### config.mk
export PLATFORM = sky130hd
export DESIGN_NAME = genius_core_n
export DESIGN_NICKNAME = d
export VERILOG_FILES = /design/src/rtl/genius_core_n.sv
export SDC_FILE = /design/constraint.sdc
export NUM_CORES = 1
export LEC_CHECK = 0
export ABC_AREA = 1
export CORE_ASPECT_RATIO = 0.75
export CORE_UTILIZATION = 55
export CTS_BUF_LIST = sky130_fd_sc_hd__clkbuf_4 sky130_fd_sc_hd__clkbuf_8
export DETAILED_ROUTE_END_ITERATION = 8
export PLACE_DENSITY = 0.85
export SYNTH_ARGS = -nofsm -noshare
export SYNTH_HDL_FRONTEND = slang
export SYNTH_SLANG_ARGS = --single-unit
### constraint.sdc
create_clock -name clock -period 2.7 [get_ports clock]
set_input_delay 0.81 -clock clock [delete_from_list [all_inputs] [get_ports clock]]
set_output_delay 0.81 -clock clock [all_outputs]
set_load 0.02 [all_outputs]
### src/rtl/genius_core_n.sv
// Simon ("Genius") game core: LFSR-built colour sequence, replay on leds, press checking.
// Define GENIUS_TIMEOUT_EN to make an idle INPUT phase end the game after TIMEOUT_CYC cycles.
module genius_core_n #(
  parameter int          N_BTN       = 4,
  parameter int          MAX_LEN     = 32,
  parameter int          SHOW_CYC    = 25_000_000,
  parameter int          GAP_CYC     = 12_500_000,
  parameter int          TIMEOUT_CYC = 250_000_000,
  parameter logic [15:0] SEED        = 16'hACE1,
  localparam int         IW          = (N_BTN > 2) ? $clog2(N_BTN) : 1,
  localparam int         LW          = $clog2(MAX_LEN + 1)
) (
  input  logic             clock,
  input  logic             reset,
  input  logic             start,
  input  logic [N_BTN-1:0] btn,
  output logic [N_BTN-1:0] leds,
  output logic [LW-1:0]    score,
  output logic [2:0]       state,
  output logic             win,
  output logic             lose
);

  localparam int AW   = (MAX_LEN > 1) ? $clog2(MAX_LEN) : 1;
  localparam int CMAX = (SHOW_CYC > GAP_CYC) ? SHOW_CYC : GAP_CYC;
  localparam int CW   = $clog2(CMAX + 1);
  localparam logic [CW-1:0] SHOW_LD = CW'(SHOW_CYC - 1);
  localparam logic [CW-1:0] GAP_LD  = CW'(GAP_CYC - 1);
  localparam logic [IW:0]   NB      = (IW + 1)'(N_BTN);
  localparam logic [LW-1:0] LEN_MAX = LW'(MAX_LEN);

  typedef enum logic [2:0] {
    S_IDLE     = 3'd0,
    S_SHOW_ON  = 3'd1,
    S_SHOW_OFF = 3'd2,
    S_INPUT    = 3'd3,
    S_PAUSE    = 3'd4,
    S_WIN      = 3'd5,
    S_LOSE     = 3'd6
  } state_t;

  state_t           state_q, state_d;
  logic [15:0]      lfsr_q, lfsr_d;
  logic             start_q, start_d;
  logic [N_BTN-1:0] btn_q, btn_d;
  logic [LW-1:0]    len_q, len_d;
  logic [LW-1:0]    idx_q, idx_d;
  logic [CW-1:0]    cnt_q, cnt_d;
  logic [LW-1:0]    score_q, score_d;
  logic [N_BTN-1:0] leds_q, leds_d;
  logic             blink_q, blink_d;
  logic [IW-1:0]    seq_q [MAX_LEN];
  logic [IW-1:0]    seq_d [MAX_LEN];

  logic             start_edge;
  logic [N_BTN-1:0] btn_edge;
  logic [IW-1:0]    raw_sym, new_sym, cur_sym, show_sym;
  logic             last_idx;

`ifdef GENIUS_TIMEOUT_EN
  localparam int TW = $clog2(TIMEOUT_CYC + 1);
  localparam logic [TW-1:0] TMO_LAST = TW'(TIMEOUT_CYC - 1);
  logic [TW-1:0] tmo_q, tmo_d;
`endif

  function automatic logic [N_BTN-1:0] onehot(input logic [IW-1:0] s);
    logic [N_BTN-1:0] oh;
    for (int i = 0; i < N_BTN; i++) oh[i] = (s == IW'(i));
    return oh;
  endfunction

  always_comb begin
    lfsr_d     = {lfsr_q[14:0], lfsr_q[15] ^ lfsr_q[13] ^ lfsr_q[12] ^ lfsr_q[10]};
    start_d    = start;
    btn_d      = btn;
    start_edge = start & ~start_q;
    btn_edge   = btn & ~btn_q;
    // IW bits never reach 2*N_BTN, so a single conditional subtract folds the value into range
    raw_sym    = lfsr_q[IW-1:0];
    new_sym    = ({1'b0, raw_sym} >= NB) ? raw_sym - NB[IW-1:0] : raw_sym;
    cur_sym    = seq_q[idx_q[AW-1:0]];
    last_idx   = (idx_q == len_q - LW'(1));

    state_d = state_q;
    len_d   = len_q;
    idx_d   = idx_q;
    cnt_d   = (cnt_q != '0) ? cnt_q - CW'(1) : cnt_q;
    score_d = score_q;
    blink_d = blink_q;
    seq_d   = seq_q;
`ifdef GENIUS_TIMEOUT_EN
    tmo_d   = (state_q == S_INPUT) ? tmo_q + TW'(1) : '0;
`endif

    if (start_edge) begin
      seq_d[0] = new_sym;
      len_d    = LW'(1);
      idx_d    = '0;
      score_d  = '0;
      cnt_d    = SHOW_LD;
      state_d  = S_SHOW_ON;
    end else begin
      case (state_q)
        S_SHOW_ON: begin
          if (cnt_q == '0) begin
            state_d = S_SHOW_OFF;
            cnt_d   = GAP_LD;
          end
        end
        S_SHOW_OFF: begin
          if (cnt_q == '0) begin
            if (last_idx) begin
              idx_d   = '0;
              state_d = S_INPUT;
            end else begin
              idx_d   = idx_q + LW'(1);
              cnt_d   = SHOW_LD;
              state_d = S_SHOW_ON;
            end
          end
        end
        S_INPUT: begin
          if (btn_edge != '0) begin
            // Comparing against the full one-hot rejects both wrong and multiple presses
            if (btn_edge == onehot(cur_sym)) begin
`ifdef GENIUS_TIMEOUT_EN
              tmo_d = '0;
`endif
              if (!last_idx) begin
                idx_d = idx_q + LW'(1);
              end else if (len_q == LEN_MAX) begin
                score_d = len_q;
                state_d = S_WIN;
              end else begin
                score_d                = len_q;
                seq_d[len_q[AW-1:0]]   = new_sym;
                len_d                  = len_q + LW'(1);
                idx_d                  = '0;
                cnt_d                  = GAP_LD;
                state_d                = S_PAUSE;
              end
            end else begin
              blink_d = 1'b1;
              cnt_d   = GAP_LD;
              state_d = S_LOSE;
            end
`ifdef GENIUS_TIMEOUT_EN
          end else if (tmo_q == TMO_LAST) begin
            blink_d = 1'b1;
            cnt_d   = GAP_LD;
            state_d = S_LOSE;
`endif
          end
        end
        S_PAUSE: begin
          if (cnt_q == '0) begin
            idx_d   = '0;
            cnt_d   = SHOW_LD;
            state_d = S_SHOW_ON;
          end
        end
        S_LOSE: begin
          if (cnt_q == '0) begin
            blink_d = ~blink_q;
            cnt_d   = GAP_LD;
          end
        end
        default: begin
        end
      endcase
    end
  end

  // leds are registered, so they are derived from the state being entered
  always_comb begin
    show_sym = start_edge ? new_sym : seq_q[idx_d[AW-1:0]];
    leds_d   = '0;
    case (state_d)
      S_SHOW_ON: leds_d = onehot(show_sym);
      S_INPUT:   leds_d = btn;
      S_WIN:     leds_d = '1;
      S_LOSE:    leds_d = blink_d ? '1 : '0;
      default:   leds_d = '0;
    endcase
  end

  always_ff @(posedge clock or posedge reset) begin
    if (reset) begin
      state_q <= S_IDLE;
      lfsr_q  <= SEED;
      start_q <= 1'b0;
      btn_q   <= '0;
      len_q   <= '0;
      idx_q   <= '0;
      cnt_q   <= '0;
      score_q <= '0;
      leds_q  <= '0;
      blink_q <= 1'b0;
`ifdef GENIUS_TIMEOUT_EN
      tmo_q   <= '0;
`endif
    end else begin
      state_q <= state_d;
      lfsr_q  <= lfsr_d;
      start_q <= start_d;
      btn_q   <= btn_d;
      len_q   <= len_d;
      idx_q   <= idx_d;
      cnt_q   <= cnt_d;
      score_q <= score_d;
      leds_q  <= leds_d;
      blink_q <= blink_d;
`ifdef GENIUS_TIMEOUT_EN
      tmo_q   <= tmo_d;
`endif
    end
  end

  // Sequence storage survives reset; len clearing makes it unreachable
  always_ff @(posedge clock) begin
    seq_q <= seq_d;
  end

  assign leds  = leds_q;
  assign score = score_q;
  assign state = state_q;
  assign win   = (state_q == S_WIN);
  assign lose  = (state_q == S_LOSE);

endmodule

* Word level (Yosys, flattened, before mapping)
Index checks and enable logic that the tools add are counted.
Cells by class: add/subtract/negate cells 4, order comparisons 4, eq/ne operators 25, mux-type cells 64, bitwise logic cells 13, reductions and logical operators 16
Operators with widths (count):
- $mux 64 | 5
- $mux 25 | 10
- $mux 6 | 19
- $pmux 25 s4 | 1
- $bwmux 64 | 1
- $logic_not 25->1 | 1
- $reduce_bool 25->1 | 1
- $sub 25x1->25 const B | 1
- $mux 3 | 7
- $bmux 2 s5 | 2
- $ge 6x6->1 const B | 3
- $not 5->6 | 3
- $pmux 6 s3 | 1
- $mux 2 | 8
- $pmux 4 s4 | 1
- $eq 3x3->1 const B | 5
- $add 6x1->6 const B | 2
- $ne 3x3->1 const B | 4
- $pmux 3 s4 | 1
- $reduce_and 6->1 | 2
- $demux 2 s5 | 1
- $eq 3x2->1 const B | 3
- $eq 2x2->1 const B | 4
- $reduce_bool 2->1 | 4
- 23 further kinds | 36
Storage, ports and cells: bits in registers 136, input bits 7

* Longest topological paths before layout
depth after elaboration 17, gate-level depth with buffers 29

* Least setup slack after synthesis
Ideal clock, no wire load.
path type reg2reg, start register len_q[0], end register leds_q[0], in the netlist leds[0], setup time 0.119 ns, arrival time 2.669 ns, setup slack -0.088 ns, stages on the path, launching flop included 24, period minus slack after synthesis 2.788 ns, cells stage by stage dfrtp_1 inv_1 ha_1 xnor2_1 xor2_1 nand3_1 nor2_1 nand2_1 buf_4 nand2_1 inv_2 a31oi_2 nand3_2 nand2_4 inv_4 buf_6 nand3_1 nand3_1 nand3_1 nand3_1 nand3_2 nand2_1 nand3_1 nand2_1
Between the ends: word-level cells in the longest chain between the ends 14, elaborated cells between the ends (all ways) 30
Ends and longest elaborated chain:
- start, declared | RTL line 46 | logic [LW-1:0] len_q, len_d;
- start signal, assigned | RTL line 207 | len_q <= len_d;
- $sub 6x1->6 or $eq 6x6->1 (tied branches) | RTL line 82, 131
- $eq 6x6->1 or $mux 6 (tied branches) | RTL line 82, 131
- $mux 6 | RTL line 129 | if (!last_idx) begin
- $mux 6 | RTL line 125 | if (btn_edge == onehot(cur_sym)) begin
- $mux 6 | RTL line 123 | if (btn_edge != '0) begin
- $pmux 6 s3 * | RTL line 103 | case (state_q)
- $mux 6 * | RTL line 95 | if (start_edge) begin
- via idx_d[1] | RTL line 47 | logic [LW-1:0] idx_q, idx_d;
- $not 5->6 (not written as such) * | RTL line 176 | show_sym = start_edge ? new_sym : seq_q[idx_d[AW-1:0]];
- $bmux 2 s5 * | RTL line 176
- $mux 2 (not written as such) * (2 in a row) | RTL line 176
- $mux 2 * | RTL line 176
- $logic_not 2->1 * | RTL line 68 | for (int i = 0; i < N_BTN; i++) oh[i] = (s == IW'(i));
- $pmux 4 s4 * | RTL line 178 | case (state_d)
- via leds_d[0] | RTL line 50 | logic [N_BTN-1:0] leds_q, leds_d;
- end signal, assigned | RTL line 211 | leds_q <= leds_d;
- end, declared | RTL line 50
The timed path passes the listed nets; every way through them passes the cells marked *. The select of a mux whose other input is x is not followed. A chain may end at the register's enable or synchronous reset.

* Final worst setup path
start register idx_q[0], end register leds_q[2], in the netlist leds[2]
Between the ends: word-level cells in the longest chain between the ends 17, elaborated cells between the ends (all ways) 43
Ends and longest elaborated chain:
- start, declared | RTL line 47
- start signal, assigned | RTL line 208 | idx_q <= idx_d;
- $not 5->6 (not written as such) | RTL line 81 | cur_sym = seq_q[idx_q[AW-1:0]];
- $bmux 2 s5 | RTL line 81
- $mux 2 (not written as such) (2 in a row) | RTL line 81
- $eq 2x1->1 (tied with other cells) | RTL line 68
- $eq 4x4->1 | RTL line 125
- $mux 6 | RTL line 125
- $mux 6 | RTL line 123
- $pmux 6 s3 | RTL line 103
- $mux 6 | RTL line 95
- $not 5->6 (not written as such) | RTL line 176
- $bmux 2 s5 | RTL line 176
- $mux 2 (not written as such) (2 in a row) | RTL line 176
- $mux 2 | RTL line 176
- $eq 2x2->1 | RTL line 68
- $pmux 4 s4 * | RTL line 178
- via leds_d[2] | RTL line 50
Marks and branches as above.

==> run_results.csv <==
group,metric,value,unit
synth,synth_area_leaders,"edfxtp_1, dfrtp_1, nand3_1",
power_and_ir_drop,p_per_area,928,mW/mm^2
detailed_routing,drcViolationCount,5,
setup_path,timing.rr.start,"idx_q[0]",
worst_hold_path,whs_endpoint,"lfsr_q[4]",
detailed_routing,routedWlPerCell,19.7,microns
worst_hold_path,hold_depth,0,
floorplan,design.die.area,0.0146,sq mm
setup_path,arrival,3.82,ns
sta,hold_slack,0.352,ns
synth,yosysUniqueCellTypes,48,
synth,synthFlopType,"edfxtp_1",
setup_path,reg2reg_to,"leds[2]",
setup_path,worstSetupEndpointType,"register",
worst_hold_path,min_from,"lfsr_q[3]",
sta,finalCriticalPeriod,3.46,ns
sta,maxSlewViolCount,0,
setup_path,critPathMaxFanout,16,
grt,grt_max_degree,73,
power_and_ir_drop,p_int,5.35,mW
setup_path,rrSetupSlack,-0.76,ns
cells_and_area,drive_gt1_share,34.1,%
sta,setup_tns,-46.18,ns
synth,yosysMostFrequentCell,"nand2_1",
floorplan,rows,37,
clock_network,cts_root_buf,"clkbuf_8",
synth,yosys.area.top_type,"edfxtp_1",
detailed_routing,routed_wl,26.7,mm
clock_network,numCtsBuffers,17,
synth,synth_edf_count,64,
clock_network,cts_max_level,4,
grt,grt_pass1_vias,7604,
clock_network,clock_latency,0.48,ns
detailed_routing,via_per_inst,6.19,
power_and_ir_drop,power.share.switching,46.0,%
place,finalWeightedCongestion,0.981,
power_and_ir_drop,combPwrFrac,58.7,%
sta,setup_viol,108,
sta,hold_viol_final,0,
synth,async_flop_share,52.9,%
synth,netlist_top_cells_count,"nand2_1, nand3_1, nor2_1, inv_1",
place,post-place-ws,-0.796,ns
detailed_routing,firstDrtPassIters,9,
grt,grt_antenna_before_repair,0,
power_and_ir_drop,clock_power_share,16.2,%
floorplan,die_w,139,microns
sta,slew_headroom,56.5,%
floorplan,ios,22,
synth,ys_seq_area_share,48.2,%
sta,max_freq,289,MHz
setup_path,path_class,"reg2reg",
grt,overflow,0,
cells_and_area,nNetsFinal,1180,
clock_network,cts_buffer_depth,2,
synth,ys_ff_latch,136,
power_and_ir_drop,p_seq_share,25.1,%
detailed_routing,drtIter0Drc,1367,
sta,rsz0062_at_grt,"true",
floorplan,coreArea,0.0137,sq mm
run,maxCapViolations,0,
setup_path,required,3.07,ns
clock_network,cts_sinks,136,
synth,yosys.area.top_type_share,24.8,%
place,numPortBuffers,21,
synth,synthesis.area,0.00774,sq mm
clock_network,cts_tree,"done",
grt,grt_pass1_wl,37.9,mm
floorplan,start_util,56.3,%
clock_network,path_clk_slew,0.09,ns
floorplan,die_h,105,microns
sta,tightest_slew,0.653,ns
status,failed_checks,"design-rule violations, negative setup slack",
setup_path,cp-start-kind,"register",
place,place_hpwl,16.3,mm
sta,setup_slack,-0.759,ns
synth,syn_nets,979,
grt,grt_use_total,33.9,%
synth,syn_inst,964,
setup_path,reg2reg_depth,27,
detailed_routing,final_antenna_net_count,0,
power_and_ir_drop,p_leak,4.72,nW
detailed_routing,num_vias,8369,
worst_hold_path,hp-class,"reg2reg",
status,run_status,"finished, violations left",
synth,synth.avg_cell_area,8.03,sq um
synth,ys_warn_count,0,
sta,skew,0.0184,ns
power_and_ir_drop,netSwitchingPower,4.56,mW
cells_and_area,diodes,0,
cells_and_area,synthToLayoutAreaGrowth,37.9,%
power_and_ir_drop,vdd_ir_drop_max,0.618,mV
sta,fin_crit_sh,128,%
clock_network,hold_buffers,0,
-- cell families (layout without fill, tap and decap cells) --
kind of cell,Yosys count,in the layout,share of synthesized area [%]
AO/OA/AOI/OAI,89,89,7.21
XOR/XNOR,25,25,2.83
buffers and inverters,141,355,7.82
AND/OR/NAND/NOR,565,565,32.6
flip-flops,136,136,48.2
adder cells (fa/ha/maj),8,8,1.29
-- critical path: stages, from the launching register on --
cell and delay (ns):
dfrtp_2 0.47, buf_6 0.20, nand2_1 0.12, nand3_1 0.16, nand3_1 0.13, nand2_1 0.11
nand2_2 0.07, nand2_1 0.09, nand2_2 0.07, nand2_1 0.08, nor2_2 0.04, nand2_2 0.10
nand3_4 0.09, nor2_4 0.14, nand2_1 0.10, nand2_1 0.12, nand3_2 0.10, nand2_4 0.11
buf_6 0.18, nand3_1 0.10, nand3_1 0.13, nand3_1 0.13, nand3_2 0.13, nand2_1 0.06
nand2_1 0.07, nand2_2 0.07, nand3_1 0.09, nand2_1 0.07
-- worst max-delay path by stage --
stage	startpoint	endpoint	depth (start not counted)
CTS	len_q[1]	leds[2]	26
detailed placement	btn[3]	leds[2]	23
global placement	btn[1]	leds[1]	22
finish	idx_q[0]	leds[2]	27
global route	idx_q[0]	leds[2]	27
floorplan	idx_q[0]	leds[2]	28
-- cells in the final DEF, fill, tap and decap left out, types with 9 or more instances in the layout --
cell and n:
nand3_1 156, nor2_4 31, inv_1 86, buf_12 10, a21oi_1 17, o21ai_0 20, edfxtp_1 64, xor2_1 12
nand3_2 29, nor3_1 9, dfrtp_1 63, nand2_1 191, xnor2_1 12, inv_2 14, nand2_2 32, nor2_1 66
clkdlybuf4s50_1 19, nor2_2 19, clkbuf_8 17, o21ai_1 12, buf_4 173
-- power groups by stage --
stage	clock network [mW]	logic, mW	registers (mW)
after floorplan	0	2.69	2.56
after global placement	0	4.41	2.50
after detailed placement	0	4.53	2.51
after CTS	1.60	4.82	2.47
after global routing	1.70	6.14	2.50
final	1.61	5.82	2.49
-- metrics by stage --
stage,total power [mW],util (%),std cells,area [sq um]
5_1_grt,10.3,77.7,1353,10700
6_report,9.91,77.7,1353,10700
4_1_cts,8.89,75.0,1345,10300
3_5_place_dp,7.05,69.0,1308,9490
3_3_place_gp,6.91,69.0,1308,9490
2_1_floorplan,5.25,-,964,7790
-- flip-flops by register name (all words and copies together), names as in the netlist --
name and cells:
cnt_q 25, len_q 6, blink_q 1, leds 4, idx_q 6, score 6
start_q 1, seq_q 64, lfsr_q 16, btn_q 4, state 3
-- repair_timing --
item	in CTS	in global routing
setup endpoints to repair	110	112
gates cloned	0	3
resized for setup	127	71
pin swaps	12	21
setup buffers	5	5
hold endpoints to repair	0	0
-- per-layer routing --
layer	share of wire (%)	wire, microns	vias to the layer above	GRT usage [%]
li1	-	-	3624	-
met2	43	11400	730	49.9
met5	0	0	-	0
met3	14	3730	202	11.0
met4	5.5	1460	0	15.8
met1	38	10100	3813	45.5
-- layout make-up --
class	instances	area, sq um
clock inverters	15	129
inverters	108	427
fillers	808	3070
clock buffers	17	234
well taps	175	219
flip-flops and latches	136	3730
repair buffers	215	1870
multi-input cells	687	4070
(Power assumes the default switching activity.)
